### src/rtl/water_dispenser_pkg.sv
// rtl/water_dispenser_pkg.sv - shared state encoding and constant helpers for the water dispenser
package water_dispenser_pkg;

  typedef enum logic [1:0] {
    IDLE       = 2'd0,
    DISPENSING = 2'd1,
    PAUSED     = 2'd2
  } state_t;

  // ceil(log2(value)); returns 0 for value <= 1
  function automatic int clog2(input longint unsigned value);
    longint unsigned span;
    int bits;
    span = 64'd1;
    bits = 0;
    while (span < value) begin
      span = span << 1;
      bits = bits + 1;
    end
    return bits;
  endfunction

  function automatic longint unsigned pow10(input int exponent);
    longint unsigned result;
    result = 64'd1;
    for (int i = 0; i < exponent; i++) result = result * 64'd10;
    return result;
  endfunction

endpackage

### src/rtl/button.sv
// rtl/button.sv - synchroniser and release-edge detector for a raw active-low button
module button (
  input  logic clock_i,
  input  logic reset_i,
  input  logic button_n_i,
  output logic release_o
);

  logic [2:0] sync_q;
  logic [2:0] sync_d;

  assign sync_d    = {sync_q[1:0], button_n_i};
  assign release_o = sync_q[1] & ~sync_q[2];

  // Shift the raw level through; reset to the released level so no event fires after reset
  always_ff @(posedge clock_i or posedge reset_i) begin
    if (reset_i) sync_q <= 3'b111;
    else         sync_q <= sync_d;
  end

endmodule

### src/rtl/ml_tick_timer.sv
// rtl/ml_tick_timer.sv - per-millilitre tick pulse and pause-blink generator
module ml_tick_timer
  import water_dispenser_pkg::*;
#(
  parameter int  CYCLES_PER_ML     = 5,
  parameter int  BLINK_HALF_CYCLES = 1,
  localparam int TICK_W  = (CYCLES_PER_ML > 1) ? clog2(64'(CYCLES_PER_ML)) : 1,
  localparam int BLINK_W = (BLINK_HALF_CYCLES > 1) ? clog2(64'(BLINK_HALF_CYCLES)) : 1
) (
  input  logic clock_i,
  input  logic reset_i,
  input  logic clear_i,
  input  logic enable_i,
  output logic tick_o,
  output logic blink_o
);

  logic [TICK_W-1:0]  tick_cnt_q, tick_cnt_d;
  logic [BLINK_W-1:0] blink_cnt_q, blink_cnt_d;
  logic               blink_q, blink_d;

  assign tick_o  = enable_i && (tick_cnt_q == TICK_W'(CYCLES_PER_ML - 1));
  assign blink_o = blink_q;

  // Tick counter only advances while enabled so a pause holds the partial millilitre;
  // blink restarts lit whenever cleared so a pause is visible immediately
  always_comb begin
    tick_cnt_d  = tick_cnt_q;
    blink_cnt_d = blink_cnt_q + 1'b1;
    blink_d     = blink_q;
    if (clear_i) begin
      tick_cnt_d  = '0;
      blink_cnt_d = '0;
      blink_d     = 1'b1;
    end else begin
      if (tick_o)        tick_cnt_d = '0;
      else if (enable_i) tick_cnt_d = tick_cnt_q + 1'b1;
      if (blink_cnt_q == BLINK_W'(BLINK_HALF_CYCLES - 1)) begin
        blink_cnt_d = '0;
        blink_d     = ~blink_q;
      end
    end
  end

  // Counter and blink registers
  always_ff @(posedge clock_i or posedge reset_i) begin
    if (reset_i) begin
      tick_cnt_q  <= '0;
      blink_cnt_q <= '0;
      blink_q     <= 1'b1;
    end else begin
      tick_cnt_q  <= tick_cnt_d;
      blink_cnt_q <= blink_cnt_d;
      blink_q     <= blink_d;
    end
  end

endmodule

### src/rtl/seven_segment_display.sv
// rtl/seven_segment_display.sv - BCD digit to active-high gfedcba segment byte, dp off
module seven_segment_display (
  input  logic [3:0] digit_i,
  output logic [7:0] segments_o
);

  // Segment lookup; non-decimal codes blank the digit
  always_comb begin
    segments_o = 8'h00;
    case (digit_i)
      4'd0: segments_o = 8'h3F;
      4'd1: segments_o = 8'h06;
      4'd2: segments_o = 8'h5B;
      4'd3: segments_o = 8'h4F;
      4'd4: segments_o = 8'h66;
      4'd5: segments_o = 8'h6D;
      4'd6: segments_o = 8'h7D;
      4'd7: segments_o = 8'h07;
      4'd8: segments_o = 8'h7F;
      4'd9: segments_o = 8'h6F;
      default: segments_o = 8'h00;
    endcase
  end

endmodule

### src/rtl/multi_outlet_water_dispenser.sv
// rtl/multi_outlet_water_dispenser.sv - keypad volume entry, multi-outlet timed relay dispenser
module multi_outlet_water_dispenser
  import water_dispenser_pkg::*;
#(
  parameter int  CHANNEL_COUNT   = 2,
  parameter int  DIGIT_COUNT     = 4,
  parameter int  SWITCH_COUNT    = 10,
  parameter int  CLOCK_PERIOD_NS = 20,
  parameter int  NS_PER_ML       = 1000000,
  localparam int VOL_W = clog2(pow10(DIGIT_COUNT)),
  localparam int SEL_W = (CHANNEL_COUNT > 1) ? clog2(64'(CHANNEL_COUNT)) : 1
) (
  input  logic                     clock,
  input  logic                     reset,
  input  logic [SWITCH_COUNT-1:0]  switches,
  input  logic                     button_add,
  input  logic                     button_ok,
  input  logic                     button_cancel,
  input  logic                     button_channel,
  output logic [VOL_W-1:0]         amount_in_ml,
  output logic [VOL_W-1:0]         remaining_in_ml,
  output logic [SEL_W-1:0]         selected_channel,
  output logic [8*DIGIT_COUNT-1:0] displays,
  output logic                     led,
  output logic [CHANNEL_COUNT-1:0] relay
);

  localparam int CYCLES_PER_ML     = NS_PER_ML / CLOCK_PERIOD_NS;
  localparam int BLINK_RAW         = 250_000_000 / CLOCK_PERIOD_NS;
  localparam int BLINK_HALF_CYCLES = (BLINK_RAW > 1) ? BLINK_RAW : 1;
  localparam int DIG_W             = clog2(64'(DIGIT_COUNT + 1));

  logic ev_add, ev_ok, ev_cancel, ev_channel;
  logic tick, blink;

  state_t                   state_q, state_d;
  logic [VOL_W-1:0]         amount_q, amount_d, remaining_q, remaining_d;
  logic [SEL_W-1:0]         sel_q, sel_d;
  logic [DIG_W-1:0]         digits_q, digits_d;
  logic [CHANNEL_COUNT-1:0] relay_q, relay_d;
  logic                     led_q, led_d;

  button u_btn_add     (.clock_i(clock), .reset_i(reset), .button_n_i(button_add),     .release_o(ev_add));
  button u_btn_ok      (.clock_i(clock), .reset_i(reset), .button_n_i(button_ok),      .release_o(ev_ok));
  button u_btn_cancel  (.clock_i(clock), .reset_i(reset), .button_n_i(button_cancel),  .release_o(ev_cancel));
  button u_btn_channel (.clock_i(clock), .reset_i(reset), .button_n_i(button_channel), .release_o(ev_channel));

  ml_tick_timer #(
    .CYCLES_PER_ML    (CYCLES_PER_ML),
    .BLINK_HALF_CYCLES(BLINK_HALF_CYCLES)
  ) u_timer (
    .clock_i (clock),
    .reset_i (reset),
    .clear_i (state_q == IDLE),
    .enable_i(state_q == DISPENSING),
    .tick_o  (tick),
    .blink_o (blink)
  );

  logic                 sw_any;
  logic [3:0]           sw_digit;
  logic [VOL_W+3:0]     appended;

  // Lowest-index set switch selects the digit
  always_comb begin
    sw_any   = 1'b0;
    sw_digit = '0;
    for (int i = SWITCH_COUNT - 1; i >= 0; i--) begin
      if (switches[i]) begin
        sw_any   = 1'b1;
        sw_digit = 4'(i);
      end
    end
  end

  assign appended = {4'd0, amount_q} * (VOL_W + 4)'(10) + {{VOL_W{1'b0}}, sw_digit};

  // Next state; events are already prioritised cancel > ok > channel > add by the if-chains
  always_comb begin
    state_d     = state_q;
    amount_d    = amount_q;
    remaining_d = remaining_q;
    sel_d       = sel_q;
    digits_d    = digits_q;
    case (state_q)
      IDLE: begin
        if (ev_cancel) begin
          amount_d = '0;
          digits_d = '0;
        end else if (ev_ok) begin
          if (amount_q != '0) begin
            remaining_d = amount_q;
            state_d     = DISPENSING;
          end
        end else if (ev_channel) begin
          sel_d = (sel_q == SEL_W'(CHANNEL_COUNT - 1)) ? '0 : sel_q + 1'b1;
        end else if (ev_add && sw_any && (digits_q < DIG_W'(DIGIT_COUNT))) begin
          amount_d = appended[VOL_W-1:0];
          if (appended != '0) digits_d = digits_q + 1'b1;
        end
      end
      DISPENSING: begin
        if (ev_cancel || (remaining_q == '0)) begin
          state_d     = IDLE;
          amount_d    = '0;
          remaining_d = '0;
          digits_d    = '0;
        end else begin
          if (tick)  remaining_d = remaining_q - 1'b1;
          if (ev_ok) state_d = PAUSED;
        end
      end
      PAUSED: begin
        if (ev_cancel) begin
          state_d     = IDLE;
          amount_d    = '0;
          remaining_d = '0;
          digits_d    = '0;
        end else if (ev_ok) begin
          state_d = DISPENSING;
        end
      end
      default: state_d = IDLE;
    endcase
  end

  // Valve open only while volume remains, so the terminal cycle does not over-pour
  always_comb begin
    relay_d = '1;
    if ((state_q == DISPENSING) && (remaining_q != '0)) relay_d[sel_q] = 1'b0;
    led_d = (state_q == DISPENSING) || ((state_q == PAUSED) && blink);
  end

  // Control and output registers
  always_ff @(posedge clock or posedge reset) begin
    if (reset) begin
      state_q     <= IDLE;
      amount_q    <= '0;
      remaining_q <= '0;
      sel_q       <= '0;
      digits_q    <= '0;
      relay_q     <= '1;
      led_q       <= 1'b0;
    end else begin
      state_q     <= state_d;
      amount_q    <= amount_d;
      remaining_q <= remaining_d;
      sel_q       <= sel_d;
      digits_q    <= digits_d;
      relay_q     <= relay_d;
      led_q       <= led_d;
    end
  end

  assign amount_in_ml     = amount_q;
  assign remaining_in_ml  = remaining_q;
  assign selected_channel = sel_q;
  assign relay            = relay_q;
  assign led              = led_q;

  logic [VOL_W-1:0] disp_value;
  assign disp_value = (state_q == IDLE) ? amount_q : remaining_q;

  for (genvar k = 0; k < DIGIT_COUNT; k++) begin : g_digit
    logic [3:0] digit;
    assign digit = 4'((disp_value / VOL_W'(pow10(k))) % VOL_W'(10));
    seven_segment_display u_seg (.digit_i(digit), .segments_o(displays[8*k +: 8]));
  end

endmodule

### config.mk
export PLATFORM = sky130hd
export DESIGN_NAME = multi_outlet_water_dispenser
export DESIGN_NICKNAME = d
export VERILOG_FILES = /design/src/rtl/water_dispenser_pkg.sv /design/src/rtl/button.sv /design/src/rtl/ml_tick_timer.sv /design/src/rtl/seven_segment_display.sv /design/src/rtl/multi_outlet_water_dispenser.sv
export SDC_FILE = /design/constraint.sdc
export NUM_CORES = 1
export LEC_CHECK = 0
export CAP_MARGIN = 20
export CORE_MARGIN = 1
export CORE_UTILIZATION = 40
export CTS_CLUSTER_DIAMETER = 120
export DETAILED_ROUTE_END_ITERATION = 10
export PLACE_DENSITY_LB_ADDON = 0.05
export SYNTH_ARGS = -nofsm -noshare
export SYNTH_HDL_FRONTEND = slang
export SYNTH_SLANG_ARGS = --single-unit
### constraint.sdc
create_clock -name clock -period 12.6 [get_ports clock]
set_input_delay 3.78 -clock clock [delete_from_list [all_inputs] [get_ports clock]]
set_output_delay 3.78 -clock clock [all_outputs]
set_load 0.01 [all_outputs]
==> reports/metrics.cfg, run 1 <==
[worst_setup_path]
end_kind = output pin
critPathMaxFanout = 17
slowest_delay_ns = 0.57
crit_type = register to output pin
cp-start-kind = register
cp.required_ns = 8.82
worst-path-buf-inv = 4
critPathTopFamily = compound AO/OA/AOI/OAI gates
crit_arrival_ns = 8.22
slowest_stage = clkdlybuf4s50_1

[sta]
finalHoldViolations = 0
fmax_ghz = 0.0833
fin_crit_sh_pct = 95.3
grt_setup_unrepaired = no
skew_ns = 0.0102
worstMarginPinSlew_ns = 0.993
fin_tns_setup_ns = 0
drv_slew = 0
fin_crit_ns = 12.00
finalSetupViolCount = 0
maxSlewHeadroom_pct = 31.9

[synth]
syn_avg_cell_area_um2 = 7.81
synth-edff-count = 0
synth.area.mux_share_pct = 4.76
synth_top_family_by_area = compound AO/OA/AOI/OAI gates
synth-xor-area-share_pct = 7.51
ys_ff_latch = 90
yosys.area_share.simple_pct = 24.1
post_synth_instance_area_mm2 = 0.0109
postSynthCellCount = 1398
yosys_warnings = 0
ys_types = 120
synth-compound-area-share_pct = 28.8
ys.flop_type = dfrtp_1
synthAdderAreaFrac_pct = 8.37
ys_async_sr_fraction_pct = 100
yosysSeqAreaShare_pct = 20.8

[layout]
ff_latch_area_mm2 = 0.00227
multiInputGateArea_mm2 = 0.00812
insertedDiodeCount = 0
fin_nets = 1535
area_growth_pct = 12.5
fill_cells = 2695
layout-drive-gt1-share_pct = 10.9

[grt]
grt_pass1_wl_um = 49600
antenna_found_initial = 0
grt_overflow = 0
grt_pass1_vias = 9675
grt.total_usage_pct = 21.3
grt_max_degree = 53

[placement]
detailed_place_hpwl_um = 22700
gp_congestion = 0.947
port_buffers = 75

[floorplan]
dieArea_mm2 = 0.0280
die_w_um = 167
core-area_mm2 = 0.0269
pin_count = 80
start_util_pct = 40.6
num_rows = 60
die_y_um = 167

[outcome]
status = finished clean

[clocking]
clk_latency_ns = 0.34
clockBufferDepth = 2
cts.sinks = 90
cts_root_buf = clkbuf_16
numCtsBuffers = 9
cts_tree = built
clk_pin_slew_ns = 0.07
htreeDepth = 3

[detailed_routing]
firstDrtPassIters = 5
route.detailed.drc = 0
wl_per_cell_um = 16.9
wl_um = 30300
drt-vias-per-instance = 5.87
vias = 10500
antenna_left = 0
drt_iter0_markers = 905

[flow_run]
drv_cap = 0

[worst_hold_path]
hold_path_class = register to register

==> final cells by class <==
class                      count  share of cell area, %
multi-input combinational   1190                   66.1
sequential                    90                   18.5
timing repair buffer         107                   8.10
tap                          341                   3.47
clock buffer                  11                   1.98
inverter                      50                   1.54
clock inverter                 5                  0.346
==> cell usage in the layout (no fill, tap or decap), types with 13 or more instances in the layout <==
cell type and n:
and2_1 13, nor2_1 153, dfrtp_1 75, mux2_2 15, nor3_1 38, o211ai_1 23, nand2b_1 16, xor2_1 36
nand3_1 56, xnor2_1 52, o31ai_1 19, o21ai_0 87, dfstp_2 15, o21ai_1 19, inv_1 46, clkdlybuf4s50_1 75
a211oi_1 14, nand2_1 132, nand4_1 19, ha_1 68, a21oi_1 91, a21o_1 15, nor4_1 23, and3_1 15
mux2i_1 20, buf_4 31
==> layer usage <==
layer | global-route usage, % | part of all wire (%)
met1 | 29.8 | 49
met2 | 35.3 | 47
met3 | 1.94 | 3.3
met4 | 4.99 | 1.4
met5 | 0 | 0
==> worst paths after layout <==
kind,slack (ns),end,depth (start not counted),startpoint
worst max-delay path,0.60,displays[20],28,state_q[0]
worst min-delay path,0.35,u_btn_cancel.sync_q[1],0,u_btn_cancel.sync_q[0]
worst max register to register,8.55,digits_q[2],19,amount_in_ml[1]
worst min register to register,0.35,u_btn_cancel.sync_q[1],0,u_btn_cancel.sync_q[0]
max in group asynchronous,7.67,u_timer.tick_cnt_q[0],3,reset
min in group asynchronous,3.85,digits_q[2],2,reset
==> metrics by stage <==
step	util [%]	worst slack, ns	hold slack, ns	cells	area [um^2]
finish	45.7	0.598	0.353	1794	12300
global route	45.7	0.00609	0.352	1794	12300
CTS	45.3	0.116	0.355	1790	12200
detailed placement	44.3	0.291	0.347	1774	11900
global placement	44.3	0.404	0.346	1774	11900
floorplan	-	2.14	0.345	1401	10900
==> synthesized netlist by cell type, types with 16 or more instances <==
master | instances | share of area (%)
nor2_1 | 154 | 5.3
inv_1 | 47 | 1.6
o21ai_1 | 18 | 0.83
nand2_1 | 132 | 4.5
nor3_1 | 38 | 1.7
ha_1 | 69 | 7.9
o211ai_1 | 23 | 1.6
nor4_1 | 23 | 1.3
xnor2_1 | 52 | 4.2
nand3_1 | 56 | 2.6
o31ai_1 | 19 | 1.3
a21oi_1 | 93 | 4.3
dfrtp_1 | 75 | 17
xor2_1 | 36 | 2.9
nand4_1 | 19 | 1.1
o21ai_0 | 90 | 4.1
mux2i_1 | 23 | 2.1
nand2b_1 | 16 | 0.92
clkbuf_1 | 30 | 1.0
==> repair_timing <==
action,CTS,global route
setup buffers,0,4
hold endpoints to repair,0,0
setup endpoints to repair,2,21
hold buffers,0,0
pin swaps,0,2
gates resized for setup,1,17
==> registers in the layout, summed over array words and instances, names as in the netlist <==
register              flops
u_btn_add.sync_q          3
u_btn_ok.sync_q           3
u_btn_cancel.sync_q       3
u_timer.blink_cnt_q      24
led                       1
digits_q                  3
u_timer.blink_o           1
remaining_in_ml          14
u_timer.tick_cnt_q       16
state_q                   2
relay                     2
selected_channel          1
u_btn_channel.sync_q      3
amount_in_ml             14
==> cells by family (layout without fill, tap and decap cells) <==
kind of cell | count (synthesis) | after routing
other | 1 | 4
AND/OR/NAND/NOR | 534 | 534
multiplexers | 46 | 46
XOR/XNOR | 91 | 91
adder cells (fa/ha/maj) | 72 | 72
AO/OA/AOI/OAI | 443 | 443
flip-flops | 90 | 90
buffers and inverters | 121 | 173
Power of run 1 is left out: the tool's default activity adds up to more than one toggle a clock period on the data nets, which glitch-free logic cannot reach.
==> run 2, diff against run 1 <==
--- a/config.mk
+++ b/config.mk
@@ -5,6 +5,7 @@
 export SDC_FILE = /design/constraint.sdc
 export NUM_CORES = 1
 export LEC_CHECK = 0
+export ABC_AREA = 0
 export CAP_MARGIN = 20
 export CORE_MARGIN = 1
 export CORE_UTILIZATION = 40
==> constraint.sdc (replaced) <==
create_clock -name clock -period 12.6 [get_ports clock]
set_input_delay 1.26 -clock clock [delete_from_list [all_inputs] [get_ports clock]]
set_output_delay 1.26 -clock clock [all_outputs]
set_load 0.01 [all_outputs]
==> run 2 against run 1 <==
Compared with the run above:
- critical path depth rose by 5
- non-clock buffer count is 17 lower
- via count is 0.85% lower
- die area did not move
- final cell count shrank 0.95%
- fmax is 11% higher
- global-route usage increased by 0.35 points
- sequential cell count stayed put
- largest cell class unchanged
- count of clock-buffer cells in the layout up 1
==> reports/metrics.cfg, run 2 (synthesis results as in run 1) <==
[outcome]
status = finished clean

[sta]
finalSetupViolCount = 0  ; unchanged
fmax_ghz = 0.0924  ; +11%
skew_ns = 0.0117  ; +0.00147 ns
fin_crit_sh_pct = 85.9  ; -9.3 points
finalHoldViolations = 0  ; unchanged
worstMarginPinSlew_ns = 0.955  ; -0.0381 ns
drv_slew = 0  ; unchanged
fin_crit_ns = 10.83  ; -1.17 ns
maxSlewHeadroom_pct = 35.1  ; +3.2 points
fin_tns_setup_ns = 0  ; unchanged
grt_setup_unrepaired = no

[placement]
dp_cells = 1760  ; -0.79%
detailed_place_hpwl_um = 22900  ; +0.60%
gp_congestion = 0.901  ; -4.9%
port_buffers = 75  ; unchanged

[clocking]
cts.sinks = 90  ; unchanged
cts_resized = 0  ; -1
numCtsBuffers = 9  ; unchanged
cts_tree = built
postCtsHoldBufs = 0  ; unchanged
clk_latency_ns = 0.34  ; about the same
clockBufferDepth = 2  ; unchanged
htreeDepth = 3  ; unchanged
clk_pin_slew_ns = 0.06  ; about the same
cts_setup_buffers = 0  ; unchanged
cts_root_buf = clkbuf_16

[worst_setup_path]
end_kind = output pin
reg2reg_depth = 19  ; unchanged
worst-r2r-setup-slack_ns = 8.47  ; -0.08 ns
slowest_delay_ns = 0.57  ; about the same
cp-start-kind = register
r2r_start = amount_in_ml[1]
slowest_stage = o21ai_0
crit_arrival_ns = 9.57  ; +1.35 ns
cp_common_cell = a21oi_1
crit_type = register to output pin
critPathMaxFanout = 26  ; +9
crit_start = state_q[0]
cp.required_ns = 11.34  ; +2.52 ns
r2r_end = digits_q[2]

[detailed_routing]
firstDrtPassIters = 5  ; unchanged
antenna_left = 0  ; unchanged
route.detailed.drc = 0  ; unchanged
wl_um = 30100  ; -0.54%
vias = 10400  ; -0.85%
wl_per_cell_um = 17.0  ; +0.41%
drt-vias-per-instance = 5.88  ; about the same
drt_iter0_markers = 658  ; -27%

[layout]
layout-drive-gt1-share_pct = 9.05  ; -1.9 points
largestRegisters = u_timer.blink_cnt_q: 24 flops, u_timer.tick_cnt_q: 16 flops
top_register = u_timer.blink_cnt_q
final_common_cell = nor2_1
mostFrequentLayoutCells = nor2_1, nand2_1, a21oi_1
area_growth_pct = 10.7
fin_nets = 1518  ; -1.1%
finalNonFillerCells = 1777  ; -0.95%
insertedDiodeCount = 0  ; unchanged
largest_register_ffs = 24  ; unchanged

[grt]
grt_pass1_vias = 9799  ; +1.3%
grt_max_degree = 51  ; -3.8%
antenna_found_initial = 0  ; unchanged
grt_overflow = 0  ; unchanged
grt.total_usage_pct = 21.6  ; +0.35 points
grt_pass1_wl_um = 50600  ; +2.0%

[floorplan]
start_util_pct = 40.6  ; unchanged
pin_count = 80  ; unchanged
die_w_um = 167  ; unchanged
die_y_um = 167  ; unchanged
num_rows = 60  ; unchanged
core-area_mm2 = 0.0269  ; unchanged
dieArea_mm2 = 0.0280  ; unchanged

[worst_hold_path]
min_path_cells = 0  ; unchanged
hold_path_class = register to register
hp-start = u_btn_cancel.sync_q[0]
min_to = u_btn_cancel.sync_q[1]

[flow_run]
drv_cap = 0  ; unchanged

## run 2: cell types whose count changed in the layout (fill, tap and decap cells not counted), moves of 2 or more
cell	change
o21ai_0	+3
inv_6	-2
buf_4	-16
a21oi_2	-2
a21oi_1	+2
## run 2: how the worst max path moves through the flow
stage | to | slack (ns) | depth (start not counted)
floorplan | displays[20] | 4.66 | 29
global placement | displays[24] | 2.18 | 33
detailed placement | displays[24] | 2.17 | 33
CTS | displays[24] | 1.79 | 33
global route | displays[24] | 0.73 | 33
finish | displays[24] | 1.77 | 33
## run 2: metal layers
metal	global-route usage (%)	routed length, um	part of all wire, %	vias to the layer above
met5	0	0	0	-
met4	4.87	496	1.6	0
met3	1.70	912	3.0	25
met2	37.2	14400	48	218
met1	29.5	14400	48	4957
li1	-	-	-	5248
## run 2: area by class of cell
class                           count  area [um^2]
Timing Repair Buffer               90          863
Fill cell                        2750        14800
Multi-Input combinational cell   1190         8050
Tap cell                          341          427
Clock buffer                       12          258
Inverter                           50          189
Clock inverter                      4         32.5
Sequential cell                    90         2270
## run 2: metrics by stage
stage / util, % / hold slack (ns) / worst slack, ns / area (um^2)
2_1_floorplan: - / 0.345 / 4.66 / 10900
3_3_place_gp: 43.9 / 0.346 / 2.18 / 11800
3_5_place_dp: 43.9 / 0.347 / 2.17 / 11800
4_1_cts: 44.9 / 0.356 / 1.79 / 12100
5_1_grt: 45.0 / 0.359 / 0.731 / 12100
6_report: 45.0 / 0.355 / 1.77 / 12100
## run 2: critical path, delay by kind of cell, from the launching register on
| kind | cells | cell delay (ns) |
|---|---|---|
| adder cells (fa/ha/maj) | 3 | 0.98 |
| AO/OA/AOI/OAI | 17 | 4.24 |
| buffers and inverters | 7 | 1.96 |
| AND/OR/NAND/NOR | 4 | 0.81 |
| multiplexers | 2 | 0.83 |
| flip-flops | 1 | 0.41 |
Power of run 2 is left out for the same reason.
==> patch (flow settings as in run 1) <==
The 3 states of `state_t` get a one-hot encoding in 3 bits.
--- a/src/rtl/water_dispenser_pkg.sv
+++ b/src/rtl/water_dispenser_pkg.sv
@@ -1,10 +1,10 @@
 // rtl/water_dispenser_pkg.sv - shared state encoding and constant helpers for the water dispenser
 package water_dispenser_pkg;
 
-  typedef enum logic [1:0] {
-    IDLE       = 2'd0,
-    DISPENSING = 2'd1,
-    PAUSED     = 2'd2
+  typedef enum logic [2:0] {
+    IDLE       = 3'b001,
+    DISPENSING = 3'b010,
+    PAUSED     = 3'b100
   } state_t;
 
   // ceil(log2(value)); returns 0 for value <= 1
Function: same outputs for any inputs over 4 cycles, from zero or initial values and one cycle with reset high; so few cycles prove little.
==> patch against run 1 <==
- final area grew 4.4%
- wire length up 13%
- critical path type unchanged
- sequential cell count increased by 1
- synthesized area is 2.3% higher
- global-route usage is 2.4 points higher
- setup slack worse by 0.069 ns
- synthesized cell count up 4.8%
- hold slack gained 0.0039 ns
Power is not shown: default switching activity piles up to over one toggle a cycle in this logic, so the estimate is an artifact.
==> patch: results (changes against run 1) <==
WP data arrival - 8.29 ns (+0.07 ns)
initial antenna violation count - 0 (unchanged)
Ys Warns - 0 (unchanged)
Post-synth top cells - 159 x nand2_1, 136 x nor2_1, 108 x o21ai_0
top routing layer in use - met4
Reg clk slew, reported paths - 0.07 ns (about the same)
Worst-Margin Slew - 1.00 ns (+0.0113 ns)
Largest regs - u_timer.blink_cnt_q x24, u_timer.tick_cnt_q x16
largest cells by area after synthesis - dfrtp_1 17%, ha_1 7.3%, nand2_1 5.3%
Nets - 1601 (+4.3%)
RR Endpoint - digits_q[2]
met3 WL - 1970 microns (+94%)
Total Wirelength - 34300 microns (+13%)
hold crit path type - reg -> reg
first-pass GRT wire length - 55100 microns (+11%)
sequential share of the synthesized area - 20.6% (-0.23 points)
Netlist cell types - 121 (+0.83%)
Reg-to-Reg Start - remaining_in_ml[3]
status - completed
GR Util All Layers - 23.7% (+2.4 points)
DRT iter0 DRCs - 1042 (+15%)
worst stage delay on the critical path - 0.70 ns (+0.13 ns)
Worst Reg2Reg Path Length in Cells - 14 (-5)
Fill cells - 2747 (+1.9%)
Worst path slowest cell - dfstp_2
Avg Vias per Cell - 5.96 (+1.5%)
hpwl dp - 25300 microns (+12%)
largest net degree at the start of global routing - 68 (+28%)
router iterations before antenna repair - 7 (+2)
routability cong. - 0.915 (-3.4%)
port bufs - 75 (unchanged)
post-placement cell area - 12300 sq um (+3.8%)
reg-to-reg slack, setup - 8.31 ns (-0.24 ns)
metal2 WL - 15000 microns (+6.1%)
share of layout cells above drive strength 1 - 12.1% (+1.2 points)
Setup Skew - 0.00880 ns (-0.00139 ns)
vias in the first global route - 10364 (+7.1%)
CP max FO - 17 (unchanged)
antenna fix cells - 0 (unchanged)
H-tree Lvls - 3 (unchanged)
Worst Hold Path EP - u_btn_cancel.sync_q[1]
wl on met1 - 16900 microns (+15%)
## patch: cell type report
type / instances / area (sq um) / area share [%]
flip-flops and latches: 91 / 2300 / 17.9
inverters: 55 / 211 / 1.65
clock buffers: 9 / 225 / 1.76
repair buffers: 127 / 1160 / 9.05
clock inverters: 7 / 70.1 / 0.546
well taps: 372 / 465 / 3.63
multi-input cells: 1234 / 8400 / 65.5
## patch: cell families (layout without fill, tap and decap cells)
family | after synthesis | after routing | share of synthesized area (%)
flops | 91 | 91 | 20.6
simple gates | 592 | 593 | 26.7
buf+inv | 144 | 198 | 5.57
xor+xnor | 79 | 79 | 6.26
mux | 46 | 46 | 4.61
compound gates | 438 | 438 | 28.0
other cells | 1 | 4 | 0.0336
fa+ha+maj | 74 | 74 | 8.30
## patch: repair_timing
item	in CTS	in global routing
cloned	0	1
gates resized for setup	2	20
setup endpoints to repair	3	21
pin swaps	0	2
hold buffers	0	0
buffers inserted	0	5
## patch: worst max-delay path: cells and delay by family, from the launching register on
kind,cells,cell delay [ns]
xor+xnor,1,0.31
simple gates,5,1.62
flops,1,0.70
buf+inv,6,1.42
mux,3,0.96
compound gates,10,2.46
fa+ha+maj,2,0.44
## patch: per-stage QoR
step	TNS [ns]	setup slack, ns	std cells	hold WS [ns]
global route	-0.0255	-0.0225	1895	0.361
detailed placement	0	0.353	1872	0.347
global placement	0	0.518	1872	0.345
CTS	0	0.0931	1888	0.357
floorplan	0	2.20	1468	0.345
finish	0	0.530	1895	0.356
## patch: worst max path at each step
stage	start	end	slack [ns]	cells after the start
finish	state_q[0]	displays[13]	0.53	27
detailed placement	state_q[0]	displays[13]	0.35	25
floorplan	state_q[0]	displays[24]	2.20	27
CTS	state_q[0]	displays[21]	0.09	28
global placement	state_q[0]	displays[21]	0.52	28
global route	state_q[0]	displays[21]	-0.02	26
## patch: routing by layer
| layer | vias up | GRT usage, % |
|---|---|---|
| li1 | 5530 | - |
| met3 | 28 | 3.37 |
| met1 | 5426 | 34.8 |
| met4 | 0 | 4.58 |
| met5 | - | 0 |
| met2 | 318 | 36.9 |
